$ cat config.mk
export PLATFORM = sky130hd
export DESIGN_NAME = write_back_stage_flat
export DESIGN_NICKNAME = d
export VERILOG_FILES = /design/src/rtl/mips_pkg.sv /design/src/rtl/write_back_stage_if.sv /design/src/rtl/load_extender.sv /design/src/rtl/write_back_stage.sv /design/src/flat_wrapper.sv
export SDC_FILE = /design/constraint.sdc
export NUM_CORES = 1
export LEC_CHECK = 0
export ABC_AREA = 1
export BUFFER_PORTS_ARGS = -buffer_cell sky130_fd_sc_hd__buf_2
export CORE_MARGIN = 1
export CORE_UTILIZATION = 42
export DETAILED_ROUTE_END_ITERATION = 8
export GPL_TIMING_DRIVEN = 0
export PLACE_DENSITY_LB_ADDON = 0.15
export SLEW_MARGIN = 10
export SYNTH_ARGS = -nofsm -noshare
export SYNTH_HDL_FRONTEND = slang
export SYNTH_HIERARCHICAL = 1
export SYNTH_SLANG_ARGS = --single-unit
$ cat constraint.sdc
create_clock -name i_clock -period 2.2 [get_ports i_clock]
set_input_delay 0.44 -clock i_clock [delete_from_list [all_inputs] [get_ports i_clock]]
set_output_delay 0.44 -clock i_clock [all_outputs]
set_load 0.05 [all_outputs]
$ cat src/rtl/mips_pkg.sv
// Shared MIPS definitions: load-size encodings, default link register, extension helper.
// No logic of its own; imported by the write-back stage and its load extender.
package mips_pkg;

   localparam logic [1:0] LS_BYTE = 2'b00;
   localparam logic [1:0] LS_HALF = 2'b01;
   localparam logic [1:0] LS_WORD = 2'b10;

   localparam int DEFAULT_LINK_REG = 31;

   // Fill bit for widening a narrow load: replicated sign for signed loads, zero otherwise.
   function automatic logic ext_fill(input logic top_bit, input logic is_unsigned);
      return top_bit & ~is_unsigned;
   endfunction

endpackage

$ cat src/rtl/write_back_stage_if.sv
// Memory-stage to write-back bundle: instruction fields and control in, register-file write out.
// The slave side is the write-back stage; the master side is the memory stage / register file.
interface write_back_stage_if #(
   parameter int NB_DATA        = 32,
   parameter int NB_REG_ADDRESS = 5,
   parameter int NB_COUNT       = 32
);

   logic                      i_stall;
   logic                      i_flush;
   logic                      i_valid;
   logic [NB_DATA-1:0]        i_dato_de_mem;
   logic [NB_DATA-1:0]        i_alu_result;
   logic [NB_DATA-1:0]        i_pc_link;
   logic [NB_REG_ADDRESS-1:0] i_direc_reg;
   logic                      i_reg_write;
   logic                      i_mem_to_reg;
   logic                      i_j_return_dest;
   logic [1:0]                i_load_size;
   logic                      i_load_unsigned;
   logic [1:0]                i_byte_offset;

   logic [NB_DATA-1:0]        o_dato;
   logic [NB_REG_ADDRESS-1:0] o_direccion;
   logic                      o_reg_write;
   logic                      o_valid;
   logic [NB_COUNT-1:0]       o_retired_count;

   modport master (
      output i_stall, i_flush, i_valid, i_dato_de_mem, i_alu_result, i_pc_link,
             i_direc_reg, i_reg_write, i_mem_to_reg, i_j_return_dest,
             i_load_size, i_load_unsigned, i_byte_offset,
      input  o_dato, o_direccion, o_reg_write, o_valid, o_retired_count
   );

   modport slave (
      input  i_stall, i_flush, i_valid, i_dato_de_mem, i_alu_result, i_pc_link,
             i_direc_reg, i_reg_write, i_mem_to_reg, i_j_return_dest,
             i_load_size, i_load_unsigned, i_byte_offset,
      output o_dato, o_direccion, o_reg_write, o_valid, o_retired_count
   );

endinterface

$ cat src/rtl/load_extender.sv
// Load-data lane extraction (little-endian) with sign/zero extension to NB_DATA.
// Purely combinational, zero latency, no flow control.
module load_extender
   import mips_pkg::*;
#(
   parameter int NB_DATA = 32
) (
   input  logic [NB_DATA-1:0] data,
   input  logic [1:0]         size,
   input  logic               is_unsigned,
   input  logic [1:0]         offset,
   output logic [NB_DATA-1:0] ext
);

   logic [7:0]  lane_b;
   logic [15:0] lane_h;

   always_comb begin
      lane_b = data[7:0];
      case (offset)
         2'd1:    lane_b = data[15:8];
         2'd2:    lane_b = data[23:16];
         2'd3:    lane_b = data[31:24];
         default: lane_b = data[7:0];
      endcase
   end

   // offset[0] is deliberately ignored: misaligned halfword loads are not trapped here
   assign lane_h = offset[1] ? data[31:16] : data[15:0];

   always_comb begin
      ext = data;
      case (size)
         LS_BYTE: ext = {{(NB_DATA-8){ext_fill(lane_b[7], is_unsigned)}}, lane_b};
         LS_HALF: ext = {{(NB_DATA-16){ext_fill(lane_h[15], is_unsigned)}}, lane_h};
         LS_WORD: ext = data;
         default: ext = data;
      endcase
   end

endmodule

$ cat src/rtl/write_back_stage.sv
// MEM/WB register, result select, link override and retired counter; 1-cycle latency to the register file.
// No backpressure path: i_stall holds the register, i_flush squashes the incoming instruction.
module write_back_stage
   import mips_pkg::*;
#(
   parameter int NB_DATA        = 32,
   parameter int NB_REG_ADDRESS = 5,
   parameter int LINK_REG       = DEFAULT_LINK_REG,
   parameter int NB_COUNT       = 32
) (
   input logic               i_clock,
   input logic               i_reset,
   write_back_stage_if.slave wb
);

   typedef struct packed {
      logic                      valid;
      logic                      reg_write;
      logic                      mem_to_reg;
      logic                      j_return_dest;
      logic [1:0]                load_size;
      logic                      load_unsigned;
      logic [1:0]                byte_offset;
      logic [NB_REG_ADDRESS-1:0] direc_reg;
      logic [NB_DATA-1:0]        dato_de_mem;
      logic [NB_DATA-1:0]        alu_result;
      logic [NB_DATA-1:0]        pc_link;
   } mem_wb_t;

   mem_wb_t                   wb_d;
   mem_wb_t                   wb_q;
   logic [NB_COUNT-1:0]       retired_q;
   logic [NB_DATA-1:0]        load_ext;
   logic [NB_DATA-1:0]        dato;
   logic [NB_REG_ADDRESS-1:0] direccion;

   always_comb begin
      wb_d               = '0;
      wb_d.valid         = wb.i_valid;
      wb_d.reg_write     = wb.i_valid & wb.i_reg_write;
      wb_d.mem_to_reg    = wb.i_mem_to_reg;
      wb_d.j_return_dest = wb.i_j_return_dest;
      wb_d.load_size     = wb.i_load_size;
      wb_d.load_unsigned = wb.i_load_unsigned;
      wb_d.byte_offset   = wb.i_byte_offset;
      wb_d.direc_reg     = wb.i_direc_reg;
      wb_d.dato_de_mem   = wb.i_dato_de_mem;
      wb_d.alu_result    = wb.i_alu_result;
      wb_d.pc_link       = wb.i_pc_link;
   end

   // The outgoing instruction is counted even when a flush squashes the incoming one.
   always_ff @(posedge i_clock) begin
      if (i_reset) begin
         wb_q      <= '0;
         retired_q <= '0;
      end else begin
         if (wb_q.valid && !wb.i_stall) begin
            retired_q <= retired_q + NB_COUNT'(1);
         end
         if (wb.i_flush) begin
            wb_q.valid     <= 1'b0;
            wb_q.reg_write <= 1'b0;
         end else if (!wb.i_stall) begin
            wb_q <= wb_d;
         end
      end
   end

   load_extender #(
      .NB_DATA (NB_DATA)
   ) u_load_extender (
      .data        (wb_q.dato_de_mem),
      .size        (wb_q.load_size),
      .is_unsigned (wb_q.load_unsigned),
      .offset      (wb_q.byte_offset),
      .ext         (load_ext)
   );

   always_comb begin
      dato      = wb_q.alu_result;
      direccion = wb_q.direc_reg;
      if (wb_q.j_return_dest) begin
         dato      = wb_q.pc_link;
         direccion = NB_REG_ADDRESS'(LINK_REG);
      end else if (wb_q.mem_to_reg) begin
         dato = load_ext;
      end
   end

   assign wb.o_dato          = dato;
   assign wb.o_direccion     = direccion;
   assign wb.o_reg_write     = wb_q.valid & wb_q.reg_write & (|direccion);
   assign wb.o_valid         = wb_q.valid;
   assign wb.o_retired_count = retired_q;

endmodule

$ cat src/flat_wrapper.sv
// flat-port wrapper written by rule: the top's interface ports become plain ports
module write_back_stage_flat import mips_pkg::*;
#(
   parameter int NB_DATA        = 32,
   parameter int NB_REG_ADDRESS = 5,
   parameter int LINK_REG       = DEFAULT_LINK_REG,
   parameter int NB_COUNT       = 32
)
  (i_clock, i_reset, wb_i_stall, wb_i_flush, wb_i_valid, wb_i_dato_de_mem, wb_i_alu_result, wb_i_pc_link, wb_i_direc_reg, wb_i_reg_write, wb_i_mem_to_reg, wb_i_j_return_dest, wb_i_load_size, wb_i_load_unsigned, wb_i_byte_offset, wb_o_dato, wb_o_direccion, wb_o_reg_write, wb_o_valid, wb_o_retired_count);
  write_back_stage_if #(.NB_DATA(NB_DATA), .NB_REG_ADDRESS(NB_REG_ADDRESS), .NB_COUNT(NB_COUNT)) wb_i ();
  input logic i_clock;
  input logic i_reset;
  input wire logic [$bits(wb_i.i_stall)-1:0] wb_i_stall;
  input wire logic [$bits(wb_i.i_flush)-1:0] wb_i_flush;
  input wire logic [$bits(wb_i.i_valid)-1:0] wb_i_valid;
  input wire logic [$bits(wb_i.i_dato_de_mem)-1:0] wb_i_dato_de_mem;
  input wire logic [$bits(wb_i.i_alu_result)-1:0] wb_i_alu_result;
  input wire logic [$bits(wb_i.i_pc_link)-1:0] wb_i_pc_link;
  input wire logic [$bits(wb_i.i_direc_reg)-1:0] wb_i_direc_reg;
  input wire logic [$bits(wb_i.i_reg_write)-1:0] wb_i_reg_write;
  input wire logic [$bits(wb_i.i_mem_to_reg)-1:0] wb_i_mem_to_reg;
  input wire logic [$bits(wb_i.i_j_return_dest)-1:0] wb_i_j_return_dest;
  input wire logic [$bits(wb_i.i_load_size)-1:0] wb_i_load_size;
  input wire logic [$bits(wb_i.i_load_unsigned)-1:0] wb_i_load_unsigned;
  input wire logic [$bits(wb_i.i_byte_offset)-1:0] wb_i_byte_offset;
  output wire logic [$bits(wb_i.o_dato)-1:0] wb_o_dato;
  output wire logic [$bits(wb_i.o_direccion)-1:0] wb_o_direccion;
  output wire logic [$bits(wb_i.o_reg_write)-1:0] wb_o_reg_write;
  output wire logic [$bits(wb_i.o_valid)-1:0] wb_o_valid;
  output wire logic [$bits(wb_i.o_retired_count)-1:0] wb_o_retired_count;
  assign wb_i.i_stall = wb_i_stall;
  assign wb_i.i_flush = wb_i_flush;
  assign wb_i.i_valid = wb_i_valid;
  assign wb_i.i_dato_de_mem = wb_i_dato_de_mem;
  assign wb_i.i_alu_result = wb_i_alu_result;
  assign wb_i.i_pc_link = wb_i_pc_link;
  assign wb_i.i_direc_reg = wb_i_direc_reg;
  assign wb_i.i_reg_write = wb_i_reg_write;
  assign wb_i.i_mem_to_reg = wb_i_mem_to_reg;
  assign wb_i.i_j_return_dest = wb_i_j_return_dest;
  assign wb_i.i_load_size = wb_i_load_size;
  assign wb_i.i_load_unsigned = wb_i_load_unsigned;
  assign wb_i.i_byte_offset = wb_i_byte_offset;
  assign wb_o_dato = wb_i.o_dato;
  assign wb_o_direccion = wb_i.o_direccion;
  assign wb_o_reg_write = wb_i.o_reg_write;
  assign wb_o_valid = wb_i.o_valid;
  assign wb_o_retired_count = wb_i.o_retired_count;
  write_back_stage #(.NB_DATA(NB_DATA), .NB_REG_ADDRESS(NB_REG_ADDRESS), .LINK_REG(LINK_REG), .NB_COUNT(NB_COUNT)) u_core (.i_clock(i_clock), .i_reset(i_reset), .wb(wb_i));
endmodule
==> run summary, run 1 <==
* flop — launching element type of the critical path
* 46 — number of rows in the core area
* 574 — drt first-iter violations
* u_core/wb.o_retired_count[1]$_SDFFE_PP0P_ — startpoint of the most critical register-to-register path
* 2.573 ns — final critical path time including I/O delays and setup
* 6 — Synthesis Warnings
* 0 — number of enable flip-flop cells after synthesis
* 7289 — via count of the first global-routing pass
* 8 — largest fanout of any net on the critical path
* 0 — # Max-Cap Violations
* dfxtp_1 40%, nor2_1 16%, nand2_1 10% — top cells by area, synth
* wb_o_dato[29] — critical path capture point
* 7954 — total via count after detailed routing
* 5.165 — vias per cell
* 2.13 ns — Arr. time, crit path
* 142 — flip-flop and latch count after synthesis
* 1077 — cells after synthesis
* 44.95% — Area growth, synth to finish
* 40.33% — top-area cell type share of the netlist area
* 0 — hold buffer count at cts
* 40.33% — sequential share of the synthesized area
* 17 — cts bufs inserted
* 3 — Worst Hold Path Cells
* 0.004909 ns — skew final
* 32 — Final setup violation count
* 0.42 ns — clock latency of the later-clocked register in the worst-skew pair
* 0.06 ns — Clk pin slew, worst setup/hold paths
* 16120 sq um — area of the core
* 24390 um — Routed WL
* 6.544 sq um — Synth Area per Inst
* u_core/wb_q[102]$_SDFFE_PP0P_ — worst setup path startpoint
* 2 — Max Root-Sink Buffers
* 1.76 ns — data required time of the worst path
* 116.9% — post-route clock period utilization
* 0% — share of flip-flops with an asynchronous set or reset after synthesis
* 15.84 um — mean routed wirelength per cell
* 0.007410 W — total power after layout
* 61.24% — Max transition margin
* 0 — grt ovf
* 0 — DRC errors left
* 7048 sq um — summed instance area of the synthesized netlist
* yes — CTS tree
* 27.62% — global routing usage summed across all routing layers
* yes — unrepaired setup endpoints after global routing
* flop to output pin — critical path class
* 1426 — count of nets after finishing
* 0.5814 ns — Worst Max-Slew Pin Slew
* 4.805 nW — Leakage
* 183 — number of I/O port buffers
* 43.73% — starting density of the core
* u_core/wb.o_retired_count[22]$_SDFFE_PP0P_ — reg2reg end
* clkbuf_16 — buffer type at the clock tree root
* 1192 — net count after synthesis
* 17 — pin count of the biggest net entering global routing
* 0 — Post-DRT Antenna Nets
* 9 — R2R depth
* 388.7 MHz — FMAX
* 5 — router iterations before antenna repair
* 142 — clock sink count
* 1 — antenna violations before repair
* 131.5 um — die extent in x
* 17300 sq um — Die Footprint
* 34.32% — fraction of layout cells with a size suffix above 1
* 131.5 um — Die H
* setup timing — violations in the final reports
* 725.3 nW/um^2 — power density over cell area
* 0 — final count of pins violating max slew
* dfxtp_1 — leading register cell type out of synthesis
* 0.9461 — placer's final routability congestion estimate
* output pin — capturing element type of the critical path
* 37770 um — global-route wire length before repair
* -0.3727 ns — setup slack after layout
* 0.64 ns — worst reg-to-reg setup slack
* 1485 — filler cell count in the final layout
* 185 — I/O pin total
* complete, but fails checks — run status
* dfxtp_1 — cell taking the most area after synthesis
* 0 — final-report hold violation count
* 32 — unique cell type count in the Yosys netlist
* -0.1021 ns — Place WS
* 4 — # H-tree levels
* 0.0005808 V — largest vdd supply drop
* input pin to flop — worst hold path class
* 17170 um — post-detailed-placement half-perimeter wirelength
-- worst max-delay path: stages (launching register included) --
cell,delay (ns)
dfxtp_4,0.38
buf_8,0.14
nand2_4,0.06
nand2_4,0.09
nand2_4,0.05
nand2_4,0.07
nand3_4,0.19
buf_8,0.23
nand3_4,0.08
a21oi_4,0.06
a21oi_2,0.18
buf_6,0.18
-- sequential cells by signal, indices dropped and copies added, names as in the netlist --
register                   cells
u_core/wb_q                  109
u_core/wb.o_valid              1
u_core/wb.o_retired_count     32
-- synth_stat cells (4+ instances only) --
cell and n:
nor2_1 294, nand2_1 191, dfxtp_1 142, o21ai_0 120, a21oi_1 84, inv_1 56
nand3_1 54, clkbuf_1 37, nand3_2 22, buf_2 15, nand4_1 8, nor2_2 7
nand2_2 6, nor2_4 6, buf_4 4
-- placed cells by master (no fill, tap or decap), drive strengths merged --
master    instances
or2               4
nand3b            1
nand3            77
clkinv            7
inv              60
nand2           198
o21ai           123
clkbuf           56
o21a              2
diode             1
nor3              2
clkinvlp          3
bufinv            2
dfxtp           142
a21oi            85
buf             241
o21bai            1
nor2            307
nand4             8
xnor2             2
ha                1
xor2              1
-- where the power goes --
part | switching (W) | total, W | internal, W
logic | 0.00109 | 0.00175 | 0.000657
registers | 0.000103 | 0.00281 | 0.00271
clock network | 0.00111 | 0.00285 | 0.00174
total | 0.00230 | 0.00741 | 0.00510
-- worst min-delay path by stage --
| stage | from | endpoint | slack (ns) |
|---|---|---|---|
| floorplan | u_core/wb_q[99]$_SDFFE_PP0P_ | u_core/wb_q[99]$_SDFFE_PP0P_ | 0.43 |
| global placement | u_core/wb_q[99]$_SDFFE_PP0P_ | u_core/wb_q[99]$_SDFFE_PP0P_ | 0.44 |
| detailed placement | u_core/wb_q[99]$_SDFFE_PP0P_ | u_core/wb_q[99]$_SDFFE_PP0P_ | 0.45 |
| CTS | wb_i_alu_result[28] | u_core/wb_q[60]$_SDFFE_PP0P_ | 0.23 |
| global route | wb_i_alu_result[24] | u_core/wb_q[56]$_SDFFE_PP0P_ | 0.23 |
| finish | wb_i_dato_de_mem[5] | u_core/wb_q[69]$_SDFFE_PP0P_ | 0.23 |
-- what timing repair did --
| item | in CTS | in global routing |
|---|---|---|
| setup endpoints to repair | 35 | 34 |
| buffers inserted | 20 | 10 |
| pin swaps | 53 | 63 |
| cloned | 2 | 1 |
| hold endpoints to repair | 0 | 0 |
| gates resized for setup | 172 | 96 |
-- area by class of cell --
cell class	count	area [sq um]	area share [%]
multi-input cells	812	4476	43.81
well taps	216	270.3	2.645
repair buffers	216	1454	14.23
plain buffers	61	335.3	3.282
flip-flops and latches	142	2851	27.91
clock buffers	20	466.7	4.568
inverters	61	244.0	2.388
diodes	1	2.502	0.02449
clock inverters	11	116.4	1.139
-- logic make-up (layout without fill, tap and decap cells) --
kind of cell	Yosys count	after routing	synth area share (%)
AO/OA/AOI/OAI	211	211	15.14
XOR/XNOR	3	3	0.3729
adder cells (fa/ha/maj)	1	1	0.1775
buffers and inverters	123	369	7.349
flip-flops	142	142	40.33
other	0	1	0
AND/OR/NAND/NOR	597	597	36.62
-- metrics by stage --
step / TNS (ns) / hold WS (ns) / util (%) / instance area, sq um / std cells
detailed placement: -0.8155 / 0.4460 / 51.84 / 8354 / 1476
floorplan: 0 / 0.4297 / - / 7168 / 1077
global placement: -0.7996 / 0.4425 / 51.84 / 8354 / 1476
finish: -10.31 / 0.2350 / 63.39 / 10220 / 1540
global route: -12.80 / 0.2288 / 63.39 / 10220 / 1540
CTS: -10.18 / 0.2255 / 60.53 / 9754 / 1529
-- routing by layer --
layer	vias to the layer above	wire, um	track usage [%]
met5	-	0	0
met4	0	582	9.109
met3	52	1501	5.556
met2	323	11530	44.53
met1	3651	10780	36.68
li1	3928	-	-
No activity file was read; power rests on OpenSTA's default activity.
==> run 2: changes to the inputs <==
--- a/config.mk
+++ b/config.mk
@@ -11,7 +11,7 @@
 export CORE_UTILIZATION = 42
 export DETAILED_ROUTE_END_ITERATION = 8
 export GPL_TIMING_DRIVEN = 0
-export PLACE_DENSITY_LB_ADDON = 0.15
+export PLACE_DENSITY = 0.77
 export SLEW_MARGIN = 10
 export SYNTH_ARGS = -nofsm -noshare
 export SYNTH_HDL_FRONTEND = slang
==> run 2 against run 1 <==
The run still ends with setup timing left. First-iteration DRC count rose by 3.5%. Utilization shrank 3.7 points. Die area is the same. Register-to-register slack gained 0.03 ns. Setup slack got worse by 0.0062 ns. Highest routed layer unchanged.
==> run summary, run 2 (synthesis results as in run 1) <==
* 1.76 ns — data required time of the worst path, about the same
* 0 — DRC errors left, unchanged
* 37200 um — global-route wire length before repair, -1.5%
* 17 — pin count of the biggest net entering global routing, unchanged
* output pin — capturing element type of the critical path
* 0.0005927 V — largest vdd supply drop, +2.0%
* 16120 sq um — area of the core, unchanged
* clkbuf_16 — buffer type at the clock tree root
* 29.92% — fraction of layout cells with a size suffix above 1, -4.4 points
* 0 — # Max-Cap Violations, unchanged
* 46 — number of rows in the core area, unchanged
* 0.6419 ns — Worst Max-Slew Pin Slew, +0.06048 ns
* 32 — Final setup violation count, unchanged
* 23500 um — Routed WL, -3.6%
* 142 — clock sink count, unchanged
* 17090 um — post-detailed-placement half-perimeter wirelength, -0.45%
* 0.9559 — placer's final routability congestion estimate, +1.0%
* yes — CTS tree
* 0.06 ns — Clk pin slew, worst setup/hold paths, about the same
* 0 — Post-DRT Antenna Nets, unchanged
* 7534 — via count of the first global-routing pass, +3.4%
* 59.71% — Finished Core Util, -3.7 points
* nor2_1 — most common cell after layout, fill and taps aside
* 2 — Max Root-Sink Buffers, unchanged
* 594 — drt first-iter violations, +3.5%
* 2851 sq um — Sequential Area, unchanged
* 1412 — count of nets after finishing, -0.98%
* 57.21% — Max transition margin, -4.0 points
* 0 — hold buffer count at cts, unchanged
* flop — launching element type of the critical path
* 5 — router iterations before antenna repair, unchanged
* -0.3789 ns — setup slack after layout, -0.006189 ns
* complete, but fails checks — run status
* 0.67 ns — worst reg-to-reg setup slack, +0.03 ns
* 131.5 um — die extent in x, unchanged
* u_core/wb_q — register with the highest flop count
* 0 — antenna violations before repair, -1
* 8 — largest fanout of any net on the critical path, unchanged
* -9.156 ns — summed negative setup slack over all endpoints, +1.151 ns
* 0.004611 ns — skew final, -0.0002988 ns
* 7970 — total via count after detailed routing, +0.20%
* 744.5 nW/um^2 — power density over cell area, +2.7%
* 0 — ant diodes, -1
* 2.14 ns — Arr. time, crit path, about the same
* 15.40 um — mean routed wirelength per cell, -2.8%
* setup timing — violations in the final reports
* 131.5 um — Die H, unchanged
* 36.53% — Area growth, synth to finish
* 117.2% — post-route clock period utilization, +0.28 points
* 0 — grt ovf, unchanged
* 17300 sq um — Die Footprint, unchanged
* 0.42 ns — clock latency of the later-clocked register in the worst-skew pair, about the same
* 1486 — filler cell count in the final layout, +0.067%
* 4.483 nW — Leakage, -6.7%
* flop to output pin — critical path class
* 109 — Largest register FFs, unchanged
* 4 — # H-tree levels, unchanged
* 387.8 MHz — FMAX, -0.24%
* 294 x nor2_1, 182 x nand2_1, 164 x buf_2 — top library cells by usage in the layout, fill and taps aside
* 27.29% — global routing usage summed across all routing layers, -0.34 points
* 0 — final count of pins violating max slew, unchanged
* yes — unrepaired setup endpoints after global routing
* 2.579 ns — final critical path time including I/O delays and setup, +0.006189 ns
* 5.223 — vias per cell, +1.1%
* 0 — final-report hold violation count, unchanged
* 17 — cts bufs inserted, unchanged
* 4100 sq um — multi-input gate area in the final layout, -8.4%
* 183 — number of I/O port buffers, unchanged
* input pin to flop — worst hold path class
* 185 — I/O pin total, unchanged
* 43.73% — starting density of the core, unchanged
-- run 2: cell type report --
type                       instances  area share [%]
multi-input combinational        812           42.61
sequential                       142           29.63
timing repair buffer             202           13.31
clock buffer                      20           4.746
buffer                            61           3.251
tap                              216           2.808
inverter                          61           2.470
clock inverter                    12           1.170
-- run 2: repair_timing --
item | in CTS | in global routing
buffers inserted | 14 | 3
pin swaps | 21 | 22
gates cloned | 2 | 0
gates resized for setup | 117 | 37
hold endpoints to repair | 0 | 0
endpoints found under the setup margin | 34 | 34
-- run 2: metrics by stage --
stage	cells	setup slack, ns	power, W	hold slack, ns	instance area, sq um
after floorplan	1077	0.1028	0.003726	0.4297	7168
after global placement	1476	-0.03017	0.004122	0.4421	8354
after detailed placement	1476	-0.02161	0.004134	0.4463	8354
after CTS	1523	-0.3474	0.007118	0.2221	9470
after global routing	1526	-0.4611	0.007430	0.2284	9623
final	1526	-0.3789	0.007165	0.2313	9623
-- run 2: critical path: stages, from the launching register on --
cell     delay, ns
dfxtp_4       0.37
buf_6         0.13
nand2_4       0.05
nand2_4       0.06
nand2_2       0.05
nand2_2       0.08
nand3_4       0.18
buf_8         0.20
nand3_2       0.06
a21oi_2       0.06
a21oi_2       0.26
buf_6         0.20
-- run 2: where the power goes --
group,switching [W],leakage [nW],total [W],internal [W]
clock network,0.00115,0.265,0.00277,0.00162
registers,0.000100,1.17,0.00281,0.00271
logic,0.00102,3.05,0.00159,0.000571
total,0.00227,4.48,0.00716,0.00489
-- run 2: worst paths after layout --
path / startpoint / to / cells past startpoint
worst min register to register: u_core/wb_q[108]$_SDFFE_PP0N_ / u_core/wb_q[108]$_SDFFE_PP0N_ / 2
worst min-delay path: wb_i_alu_result[24] / u_core/wb_q[56]$_SDFFE_PP0P_ / 3
worst max-delay path: u_core/wb_q[102]$_SDFFE_PP0P_ / wb_o_dato[31] / 11
worst max register to register: u_core/wb.o_retired_count[1]$_SDFFE_PP0P_ / u_core/wb.o_retired_count[22]$_SDFFE_PP0P_ / 8
-- run 2: routing by layer --
metal  vias to the layer above  part of all wire, %  track usage, %
li1                       3899                    -               -
met1                      3617                   41           32.39
met2                       373                   47           45.53
met3                        81                  7.6           5.980
met4                         0                  4.4           15.12
met5                         -                    0               0
==> run 3: changes to the inputs <==
--- a/config.mk
+++ b/config.mk
@@ -12,6 +12,7 @@
 export DETAILED_ROUTE_END_ITERATION = 8
 export GPL_TIMING_DRIVEN = 0
 export PLACE_DENSITY = 0.77
+export SETUP_SLACK_MARGIN = 0.15
 export SLEW_MARGIN = 10
 export SYNTH_ARGS = -nofsm -noshare
 export SYNTH_HDL_FRONTEND = slang
==> run 3 against run 2 <==
The flow still finishes with violations (setup timing). Combinational power increased by 6%. Design area increased by 3.0%. Die area unchanged. Non-clock buffer count decreased by 2. Cell count about the same. Largest cell class unchanged.
==> run summary, run 3 (synthesis results as in run 1) <==
* 61.48% — Finished Core Util, +1.8 points
* 9 — R2R depth, +1
* nor2_1 — most common cell after layout, fill and taps aside
* 43.73% — starting density of the core, unchanged
* 17300 sq um — Die Footprint, unchanged
* 5.248 — vias per cell, +0.48%
* 0.5715 ns — Worst Max-Slew Pin Slew, -0.07043 ns
* 17 — pin count of the biggest net entering global routing, unchanged
* 294 x nor2_1, 171 x nand2_1, 165 x buf_2 — top library cells by usage in the layout, fill and taps aside
* yes — CTS tree
* 0 — final-report hold violation count, unchanged
* 16400 um — post-detailed-placement half-perimeter wirelength, -4.0%
* 32 — Final setup violation count, unchanged
* 0 — # Max-Cap Violations, unchanged
* 1 — antenna violations before repair, +1
* 17 — cts bufs inserted, unchanged
* yes — unrepaired setup endpoints after global routing
* 23720 um — Routed WL, +0.94%
* 131.5 um — die extent in x, unchanged
* -0.3888 ns — setup slack after layout, -0.009928 ns
* 386.3 MHz — FMAX, -0.38%
* wb_i_direc_reg[4] — launch point of the worst hold path
* setup timing — violations in the final reports
* 0 — final count of pins violating max slew, unchanged
* 142 — clock sink count, unchanged
* 31.75% — fraction of layout cells with a size suffix above 1, +1.8 points
* 7664 — via count of the first global-routing pass, +1.7%
* 27.42% — global routing usage summed across all routing layers, +0.13 points
* 0 — DRC errors left, unchanged
* 0.60 ns — worst reg-to-reg setup slack, -0.07 ns
* 33.09% — met1 Use GR, +0.70 points
* 2.15 ns — Arr. time, crit path, about the same
* 2 — Max Root-Sink Buffers, unchanged
* 8003 — total via count after detailed routing, +0.41%
* 7 — router iterations before antenna repair, +2
* 4 — # H-tree levels, unchanged
* 1525 — non-filler cells, final, -0.066%
* flop — launching element type of the critical path
* 1476 — placed cells, unchanged
* complete, but fails checks — run status
* 185 — I/O pin total, unchanged
* 5.054% — global routing met3 resource utilization, -0.93 points
* 0.01287 ns — skew final, +0.008257 ns
* 0.06 ns — Clk pin slew, worst setup/hold paths, about the same
* 0.9308 — placer's final routability congestion estimate, -2.6%
* 1.76 ns — data required time of the worst path, about the same
* 3 — Worst Hold Path Cells, unchanged
* 0 — grt ovf, unchanged
* u_core/wb.o_retired_count[1]$_SDFFE_PP0P_ — startpoint of the most critical register-to-register path
* 0.44 ns — clock latency of the later-clocked register in the worst-skew pair, +0.02 ns
* clkbuf_16 — buffer type at the clock tree root
* 0 — Post-DRT Antenna Nets, unchanged
* 117.7% — post-route clock period utilization, +0.45 points
* 10 — largest fanout of any net on the critical path, +2
* 0.0006187 V — largest vdd supply drop, +4.4%
* 4.608 nW — Leakage, +2.8%
* u_core/wb.o_retired_count[22]$_SDFFE_PP0P_ — reg2reg end
* 620 — drt first-iter violations, +4.4%
* 46.53% — grt met2 use, +1.0 points
* output pin — capturing element type of the critical path
* 723.6 nW/um^2 — power density over cell area, -2.8%
* 0 — hold buffer count at cts, unchanged
* flop to output pin — critical path class
* 2.589 ns — final critical path time including I/O delays and setup, +0.009928 ns
* 131.5 um — Die H, unchanged
* u_core/wb_q[100]$_SDFFE_PP0P_ — hold endpoint
* 109 — Largest register FFs, unchanged
* 1410 — count of nets after finishing, -0.14%
* -0.1254 ns — Place WS, -0.1038 ns
* 183 — number of I/O port buffers, unchanged
* 46 — number of rows in the core area, unchanged
* u_core/wb_q — register with the highest flop count
* met2 — global-route layer with the greatest usage
* 16120 sq um — area of the core, unchanged
* 61.90% — Max transition margin, +4.7 points
* 37630 um — global-route wire length before repair, +1.2%
* input pin to flop — worst hold path class
* 40.58% — Area growth, synth to finish
* 15.55 um — mean routed wirelength per cell, +1.0%
==> run 3: how the worst max path moves through the flow <==
| stage | from | end | slack, ns | cells past startpoint |
|---|---|---|---|---|
| after global placement | u_core/wb_q[102]$_SDFFE_PP0P_ | wb_o_dato[13] | -0.12 | 9 |
| final | u_core/wb_q[102]$_SDFFE_PP0P_ | wb_o_dato[19] | -0.39 | 12 |
| after global routing | u_core/wb_q[102]$_SDFFE_PP0P_ | wb_o_dato[19] | -0.43 | 12 |
| after floorplan | u_core/wb_q[105]$_SDFFE_PP0P_ | wb_o_dato[19] | 0.10 | 7 |
| after CTS | u_core/wb_q[102]$_SDFFE_PP0P_ | wb_o_dato[24] | -0.35 | 11 |
| after detailed placement | u_core/wb_q[102]$_SDFFE_PP0P_ | wb_o_dato[13] | -0.13 | 9 |
==> run 3: final cells by class <==
type                       count  area, sq um
clock inverter                12        97.59
sequential                   142         2848
antenna                        2        5.005
inverter                      61        250.2
fill                        1400         6207
clock buffer                  19        442.9
tap                          216        270.3
timing repair buffer         199         1325
buffer                        62        356.6
multi-input combinational    812         4313
==> run 3: through the flow <==
step           hold WS, ns  total power, W  TNS (ns)  area [sq um]
3_5_place_dp        0.4572        0.004172   -0.6548          8497
5_1_grt             0.2203        0.007450    -12.09          9906
4_1_cts             0.2191        0.007121    -8.471          9779
6_report            0.2208        0.007169    -10.40          9908
2_1_floorplan       0.4297        0.003779         0          7311
3_3_place_gp        0.4431        0.004156   -0.4953          8497
==> run 3: critical path, stage by stage (launching register included) <==
cell     delay, ns
dfxtp_4       0.38
buf_8         0.14
nand2_4       0.05
nand2_4       0.08
nand2_4       0.06
nand2_4       0.07
nand3_4       0.10
buf_12        0.15
buf_12        0.14
nand3_2       0.08
a21oi_2       0.09
a21oi_2       0.17
buf_6         0.17
==> run 3: timing repair <==
action	in CTS	in global routing
gates cloned	1	0
setup buffers	14	1
setup endpoints to repair	35	34
resized for setup	172	31
pin swaps	36	24
==> run 3: power breakdown <==
group | internal (W) | switching [W] | leakage [nW] | total, W
combinational | 0.000630 | 0.00106 | 3.17 | 0.00169
sequential | 0.00271 | 0.0000972 | 1.17 | 0.00280
clock | 0.00156 | 0.00111 | 0.268 | 0.00267
total | 0.00490 | 0.00227 | 4.61 | 0.00717
==> run 3: metal layers <==
metal | share of wire, % | up-vias
li1 | - | 3904
met1 | 40 | 3671
met2 | 48 | 363
met3 | 8.1 | 65
met4 | 3.2 | 0
met5 | 0 | -
